## config.mk

```make
export PLATFORM = sky130hd
export DESIGN_NAME = pulse_scheduler
export DESIGN_NICKNAME = d
export VERILOG_FILES = /design/src/rtl/pulse_scheduler.sv
export SDC_FILE = /design/constraint.sdc
export NUM_CORES = 1
export LEC_CHECK = 0
export CAP_MARGIN = 20
export CORE_AREA = 2 2 50 56
export CTS_CLUSTER_DIAMETER = 40
export DETAILED_ROUTE_END_ITERATION = 8
export DIE_AREA = 0 0 52 58
export PLACE_DENSITY_LB_ADDON = 0.2
export SLEW_MARGIN = 15
export SYNTH_ARGS = -nofsm -noshare
export SYNTH_HDL_FRONTEND = slang
export SYNTH_SLANG_ARGS = --single-unit
```

## constraint.sdc

```tcl
create_clock -name clk -period 1.8 [get_ports clk]
set_input_delay 0.18 -clock clk [delete_from_list [all_inputs] [get_ports clk]]
set_output_delay 0.18 -clock clk [all_outputs]
set_load 0.1 [all_outputs]
```

## src/rtl/pulse_scheduler.sv

```systemverilog
// pulse_scheduler: round-robin press-to-pulse arbiter with a guard gap after every pulse.
// Define SCHED_DEBOUNCE_EN to add a per-channel stability filter ahead of edge detection.
module pulse_scheduler #(
   parameter int N          = 4,
   parameter int GAP_CYCLES = 3,
   parameter int DEB_CYCLES = 4
) (
   input  logic                 clk,
   input  logic                 rst,
   input  logic                 en,
   input  logic [N-1:0]         btn,
   output logic [N-1:0]         pulse,
   output logic [$clog2(N)-1:0] grant_id,
   output logic                 busy,
   output logic [N-1:0]         pending
);
   localparam int GW = $clog2(N);
   localparam logic [7:0] GAP_LOAD = (GAP_CYCLES > 0) ? 8'(GAP_CYCLES - 1) : 8'd0;

   if (N < 2 || N > 16) begin : g_bad_n
      $error("pulse_scheduler: N out of range");
   end
   if (GAP_CYCLES < 0 || GAP_CYCLES > 255) begin : g_bad_gap
      $error("pulse_scheduler: GAP_CYCLES out of range");
   end
   if (DEB_CYCLES < 1 || DEB_CYCLES > 255) begin : g_bad_deb
      $error("pulse_scheduler: DEB_CYCLES out of range");
   end

   typedef enum logic [1:0] {S_IDLE, S_ISSUE, S_GAP} state_t;

   state_t        state_q, state_d;
   logic [N-1:0]  btn_q, btn_d;
   logic [N-1:0]  pending_q, pending_d;
   logic [N-1:0]  pulse_q, pulse_d;
   logic [GW-1:0] grant_id_q, grant_id_d;
   logic [7:0]    gap_q, gap_d;
   logic [N-1:0]  lvl;
   logic [N-1:0]  rise;
   logic [N-1:0]  clr;
   logic          win_found;
   logic [GW-1:0] win_idx;

`ifdef SCHED_DEBOUNCE_EN
   logic [N-1:0]        filt_q, filt_d;
   logic [N-1:0][7:0]   deb_q, deb_d;

   // Filtered level flips only after DEB_CYCLES consecutive disagreeing samples.
   always_comb begin
      filt_d = filt_q;
      deb_d  = '0;
      for (int i = 0; i < N; i++) begin
         if (btn[i] != filt_q[i]) begin
            if (deb_q[i] == 8'(DEB_CYCLES - 1)) begin
               filt_d[i] = btn[i];
            end else begin
               deb_d[i] = deb_q[i] + 8'd1;
            end
         end
      end
   end

   always_ff @(posedge clk or posedge rst) begin
      if (rst) begin
         filt_q <= '0;
         deb_q  <= '0;
      end else begin
         filt_q <= filt_d;
         deb_q  <= deb_d;
      end
   end

   assign lvl = filt_q;
`else
   assign lvl = btn;
`endif

   assign rise  = lvl & ~btn_q;
   assign btn_d = lvl;

   // Round-robin search starts one past the last served channel.
   always_comb begin
      win_found = 1'b0;
      win_idx   = grant_id_q;
      for (int k = 1; k <= N; k++) begin
         if (!win_found && pending_q[(int'(grant_id_q) + k) % N]) begin
            win_found = 1'b1;
            win_idx   = GW'((int'(grant_id_q) + k) % N);
         end
      end
   end

   always_comb begin
      state_d    = state_q;
      pulse_d    = '0;
      grant_id_d = grant_id_q;
      gap_d      = gap_q;
      clr        = '0;
      case (state_q)
         S_IDLE: begin
            if (en && win_found) begin
               state_d          = S_ISSUE;
               pulse_d[win_idx] = 1'b1;
               grant_id_d       = win_idx;
               clr[win_idx]     = 1'b1;
            end
         end
         S_ISSUE: begin
            if (GAP_CYCLES == 0) begin
               state_d = S_IDLE;
            end else begin
               state_d = S_GAP;
               gap_d   = GAP_LOAD;
            end
         end
         S_GAP: begin
            if (gap_q == 8'd0) begin
               state_d = S_IDLE;
            end else begin
               gap_d = gap_q - 8'd1;
            end
         end
         default: state_d = S_IDLE;
      endcase
   end

   // A fresh edge on the grant cycle re-arms the request it would otherwise clear.
   assign pending_d = (pending_q & ~clr) | rise;

   always_ff @(posedge clk or posedge rst) begin
      if (rst) begin
         state_q    <= S_IDLE;
         btn_q      <= '0;
         pending_q  <= '0;
         pulse_q    <= '0;
         grant_id_q <= GW'(N - 1);
         gap_q      <= 8'd0;
      end else begin
         state_q    <= state_d;
         btn_q      <= btn_d;
         pending_q  <= pending_d;
         pulse_q    <= pulse_d;
         grant_id_q <= grant_id_d;
         gap_q      <= gap_d;
      end
   end

   assign pulse    = pulse_q;
   assign grant_id = grant_id_q;
   assign busy     = (state_q != S_IDLE);
   assign pending  = pending_q;

endmodule

```

# Word level (Yosys, flattened, before mapping)

Index checks and enable logic that the tools add are counted.

Equality and inequality tests: 5
Reduce and logical (&&, ||, !) cells: 19
Bitwise operators: 9
Magnitude comparators: 6
Add/sub/neg operators: 5
Multiplexer cells: 29

Operators by type and width:

| cell                                                                 | count |
|---|---|
| 3-bit by 4-bit < comparator with 1-bit output, second input constant | 4 |
| 8-bit one-hot mux with 2 select lines                                | 1 |
| 1-bit 2-to-1 mux                                                     | 13 |
| 2-bit 2-to-1 mux                                                     | 6 |
| 4-bit AND                                                            | 2 |
| 1-bit binary-select mux with 2-bit select                            | 4 |
| 8-bit zero test                                                      | 1 |
| 4-bit 2-to-1 mux                                                     | 2 |
| 8-bit 2-to-1 mux                                                     | 1 |
| 4-bit NOT                                                            | 2 |
| 2-bit OR reduction                                                   | 4 |
| 8-bit by 1-bit subtractor with 8-bit output, second input constant   | 1 |
| 2-bit != test, second input constant                                 | 3 |
| 2-bit one-hot mux with 3 select lines                                | 1 |
| 2-bit AND reduction                                                  | 3 |
| 1-bit logical AND                                                    | 5 |
| 2-bit by 1-bit adder with 2-bit output, second input constant        | 2 |
| 2-bit adder, second input constant                                   | 2 |
| 1-bit AND, first input constant                                      | 4 |
| 4-bit bitwise OR                                                     | 1 |
| 2-bit nonzero test                                                   | 2 |
| 1-bit zero test                                                      | 3 |
| 2-bit by 3-bit < comparator with 1-bit output, second input constant | 1 |
| 1-bit demux with 2-bit select                                        | 1 |
| other kinds (4)                                                      | 4 |

Output and inout port bits: 11
Logic and storage cells: 79
Register bits: 24

# Logic depth before layout (Yosys ltp)

Depth in word-level cells: 25
Depth in mapped cells: 6

# Worst setup path after synthesis

OpenSTA, ideal clock, no wires.

Path kind: register -> register
From: reg pending_q[3] (netlist: pending[3])
To: reg pending_q[3] (netlist: pending[3])
Library setup time: 0.138 ns
Stages on the path, launching flop included: 5
Path slack: -0.243 ns
Required time: 1.662 ns
Arrival: 1.905 ns
Period minus slack after synthesis: 2.043 ns
Cells stage by stage: dfrtp_1 inv_1 or3_1 a311oi_1 o22ai_1

Longest elaborated chain between the ends: 22
Elaborated cells on any way between the ends: 37

RTL lines:

| what                                                 | line | text |
|---|---|---|
| start: declaration                                   | 34   | `logic [N-1:0] pending_q, pending_d;` |
| start signal: assignment                             | 141  | `pending_q <= pending_d;` |
| 1-bit binary-select mux with 2-bit select            | 86   | `if (!win_found && pending_q[(int'(grant_id_q) + k) % N]) begin` |
| 1-bit 2-to-1 mux (implied by the code) (2 in series) | 86   |  |
| 1-bit 2-to-1 mux                                     | 86   |  |
| 1-bit zero test                                      | 86   |  |
| 1-bit logical AND                                    | 86   |  |
| 1-bit 2-to-1 mux                                     | 86   |  |
| 1-bit zero test                                      | 86   |  |
| 1-bit logical AND                                    | 86   |  |
| [... 7 more ...]                                     | --   |  |
| 1-bit demux with 2-bit select                        | 105  | `clr[win_idx] = 1'b1;` |
| 4-bit 2-to-1 mux *                                   | 101  | `if (en && win_found) begin` |
| 4-bit 2-to-1 mux *                                   | 99   | `case (state_q)` |
| named net clr[3]                                     | 40   | `logic [N-1:0] clr;` |
| 4-bit NOT *                                          | 128  | `assign pending_d = (pending_q & ~clr) \| rise;` |
| 4-bit AND *                                          | 128  |  |
| 4-bit bitwise OR *                                   | 128  |  |
| named net pending_d[3]                               | 34   |  |

The timed path passes the listed nets; every way through them passes the cells marked *. The select of a mux whose other input is x is not followed.
A chain may end at the register's enable or synchronous reset.

# Worst setup path in the final report

From: reg grant_id_q[0] (netlist: grant_id[0])
To: reg pending_q[1] (netlist: pending[1])

Longest elaborated chain between the ends: 23
Elaborated cells on any way between the ends: 41

RTL lines:

| what                                                 | line   | text |
|---|---|---|
| start: declaration                                   | 36     | `logic [GW-1:0] grant_id_q, grant_id_d;` |
| start signal: assignment                             | 136    | `grant_id_q <= GW'(N - 1);` |
| start signal: assignment                             | 143    | `grant_id_q <= grant_id_d;` |
| 2-bit by 1-bit adder with 2-bit output               | 86, 88 |  |
| 1-bit binary-select mux with 2-bit select            | 86     |  |
| 1-bit 2-to-1 mux (implied by the code) (2 in series) | 86     |  |
| 1-bit 2-to-1 mux                                     | 86     |  |
| 1-bit zero test                                      | 86     |  |
| 1-bit logical AND                                    | 86     |  |
| 1-bit 2-to-1 mux                                     | 86     |  |
| 1-bit zero test                                      | 86     |  |
| [... 8 more ...]                                     | --     |  |
| 1-bit demux with 2-bit select                        | 105    |  |
| 4-bit 2-to-1 mux *                                   | 101    |  |
| 4-bit 2-to-1 mux *                                   | 99     |  |
| named net clr[1]                                     | 40     |  |
| 4-bit NOT *                                          | 128    |  |
| 4-bit AND *                                          | 128    |  |
| 4-bit bitwise OR *                                   | 128    |  |
| named net pending_d[1]                               | 34     |  |

Marked as above.

==> metrics list <==
- Required time of the worst setup path: ~2000 ps
- The flow ran to the end, and the final reports show no timing, DRC or antenna violations.
* Die Y-Extent: 58 um
- Die outline width: 52 um
* Sequential fraction of the synthesis area: 0.482
* Syn-to-layout area delta: 23.0%
- Deepest level of the CTS H-tree: 1
* Cell with the most instances after synthesis: sky130_fd_sc_hd__dfrtp_1
- Of the post-synthesis cell area, the dominant cell type holds 0.440.
* Wire per inst: 14.7 um
- Clock skew on the completed layout was measured at 6.74 ps.
* All-layer global routing usage: 0.185
- Leftover overflow at the end of global routing: 0
- Sorting the synthesized cells by how often they occur yields sky130_fd_sc_hd__dfrtp_1, sky130_fd_sc_hd__inv_1, sky130_fd_sc_hd__nand2_1, sky130_fd_sc_hd__a32o_1.
- Port buffering added 17 buffers.
- Area contributors post-synth: sky130_fd_sc_hd__dfrtp_1, sky130_fd_sc_hd__a32o_1, sky130_fd_sc_hd__o41ai_4, sky130_fd_sc_hd__dfstp_2, sky130_fd_sc_hd__inv_1
* Number of setup violations in the final report: 0
- Share of synthesized registers carrying an async set or reset: 1.00
* Crit path cell chain: and3b_1, o31a_1, a311oi_2, o22ai_1
* Std-Cell Rows: 19
* Total number of vias: 981
* Full die area: 3020 sq um
- Final min period: 1720 ps
* CP Launch Type: flip-flop
* Total Routed Length: 2480 um
* Antenna diode count: 0
- Final TNS setup: 0 ps
- Static timing analysis puts the maximum clock frequency at a little under 600 MHz.
* Actual slew at the worst max-slew pin: 482 ps
- Library cell with the largest summed area after synthesis: sky130_fd_sc_hd__dfrtp_1
* Number of violations reported at the end of detailed-routing iteration 0: 21
- In this run the clock root is driven by a sky130_fd_sc_hd__clkbuf_4.
* Quantity of gates resized following cts: 0
- The number of setup buffers added after CTS is 0.
- For this run, design rule violations remaining after detail routing come to 0.
* Synth Net Count: 127
* Count of hold-fix buffers inserted at cts: 0
* Average instance area after synthesis: around 11 sq um
* Data arrival time at the worst-slack endpoint: 1910 ps
- Setup repair after global routing left no endpoint under its margin.
- Source-to-sink clock delay at the later pin of the worst-skew pair: 300 ps
- Of all nets on the critical path, the largest fanout is 6.
- Of the cells placed in the final design, the portion with a size suffix greater than 1 is 0.246.
* Setup Crit Path Kind: reg -> reg
- In the finished design, the share of the clock period the worst path needs comes to 0.954.
- The min-delay analysis places its worst path in the category in -> async.
* Final weighted congestion of routability-driven global placement: approximately 0.76
- HPWL Detailed: ~1900 um
* Clock sink count: 24
- Cell count after synthesis: between 100 and 150
- 18 I/O pins were placed.
- The clock passes through at most 2 buffers.
- The first global-routing pass estimated 4240 um of wire.
- For this run, the slowest stage of the critical path takes 670 ps.
* Number of CTS-inserted buffers: 3
* Main flop type after synthesis: sky130_fd_sc_hd__dfrtp_1
* Post-synthesis cell area: 1250 sq um
- Maximum Capacitance Violations: 0
* Net count reported at finish: 148
- Initial core utilization: 0.511
- Clk pin slew, worst setup/hold paths: 130 ps
* CP Capture Type: flip-flop
- Entering global routing, the biggest net connects 25 pins.
- The slowest stage of the critical path is the sky130_fd_sc_hd__dfstp_4 cell.
- Number of antenna violations at the first check in global routing: 0
- Measured in cells, the most critical reg-to-reg path has a length of 4.
* Number of optimization iterations in the first detailed-route pass: 4
* Clock tree from TritonCTS: built
- The synthesized design contains 0 enable-type register cells.
- Yosys warning count: 0
* Floorplan core area: 2450 sq um
- In this run, synthesis produced a sequential element count of 24.
- Number of global-route vias before repair: roughly 960
- After filler insertion, the fill cell instance count of the layout stands at 201.
- Synth cell types: 41
- Count of antenna-violating nets left after detailed routing: 0
- In this run the tightest slew margin relative to its limit is 0.676.
* Post-Route Utilization: 0.629
- In the routed layout, each cell is associated on average with a via count of 5.80.
- Final Max Tran Viols: 0
* Final hold viol count: 0
flip-flops by register name, indices dropped and copies added, names as in the netlist:
name / flops
gap_q: 8
btn_q: 4
pending: 4
pulse: 4
grant_id: 2
state_q: 2
layout by cell type, fill, tap and decap left out, types with 2 or more instances in the layout:
cell type                         count
sky130_fd_sc_hd__dfrtp_1             18
sky130_fd_sc_hd__inv_1               12
sky130_fd_sc_hd__buf_4               12
sky130_fd_sc_hd__nand2_1              7
sky130_fd_sc_hd__a32o_1               6
sky130_fd_sc_hd__clkdlybuf4s50_1      6
sky130_fd_sc_hd__o21ai_0              5
sky130_fd_sc_hd__nand2b_1             4
sky130_fd_sc_hd__nand3_1              4
sky130_fd_sc_hd__nor2_1               4
sky130_fd_sc_hd__dfrtp_2              4
sky130_fd_sc_hd__mux2i_1              3
sky130_fd_sc_hd__nor2b_1              3
sky130_fd_sc_hd__nor3_1               3
sky130_fd_sc_hd__o22ai_1              3
sky130_fd_sc_hd__nand4_1              3
sky130_fd_sc_hd__clkbuf_4             3
sky130_fd_sc_hd__buf_12               3
sky130_fd_sc_hd__or3_1                2
sky130_fd_sc_hd__o41ai_4              2
sky130_fd_sc_hd__a21oi_1              2
sky130_fd_sc_hd__a311oi_2             2
sky130_fd_sc_hd__and4_1               2
sky130_fd_sc_hd__ha_1                 2
sky130_fd_sc_hd__dfstp_4              2
routing by layer:
layer / vias to the layer above / GRT usage / share of wire
met4: 0 / 0.0827 / 0.0065
met2: 18 / 0.327 / 0.53
met5: - / 0 / 0
met1: 481 / 0.217 / 0.43
met3: 2 / 0.0309 / 0.037
li1: 480 / - / -
stage by stage:
step           setup WS (ps)  cells  hold WS [ps]  instance area [sq um]
2_1_floorplan           12.4    118           193                   1290
3_3_place_gp             161    165           418                   1510
3_5_place_dp             101    165           426                   1510
4_1_cts                 89.3    169           223                   1540
5_1_grt                 13.5    169           239                   1540
6_report                82.2    169           210                   1540
cell families (layout without fill, tap and decap cells):
kind of cell | count (synthesis) | after routing | synth area share
multiplexers | 4 | 4 | 0.0330
AO/OA/AOI/OAI | 29 | 29 | 0.214
adder cells (fa/ha/maj) | 2 | 2 | 0.0200
XOR/XNOR | 1 | 1 | 0.00699
buffers and inverters | 17 | 37 | 0.0529
flip-flops | 24 | 24 | 0.482
AND/OR/NAND/NOR | 41 | 41 | 0.192
worst paths after layout:
check                                   startpoint                 endpoint  slack [ps]
min in group clk                            btn[1]       btn_q[1]$_DFF_PP0_         330
min                                            rst       pulse[2]$_DFF_PP0_         210
max reg2reg                grant_id[0]$_DFFE_PP1P_     pending[1]$_DFF_PP0_          80
max in group asynchronous                      rst  grant_id[0]$_DFFE_PP1P_        1310
min reg2reg                     btn_q[1]$_DFF_PP0_     pending[1]$_DFF_PP0_         450
max                        grant_id[0]$_DFFE_PP1P_     pending[1]$_DFF_PP0_          80
worst max-delay path: cells and delay by family (launching register included):
family	cells	cell delay [ps]
simple gates	1	200
compound gates	3	730
flops	1	670
final cells by class:
cell class | count | area [sq um] | share of cell area
repair buffers | 21 | 210 | 0.136
flip-flops and latches | 24 | 616 | 0.400
well taps | 31 | 38.8 | 0.0252
multi-input cells | 77 | 604 | 0.392
clock buffers | 4 | 26.3 | 0.0171
inverters | 12 | 45.0 | 0.0292
Power is not shown: default switching activity piles up to over one toggle a cycle in this logic, so the estimate is an artifact.
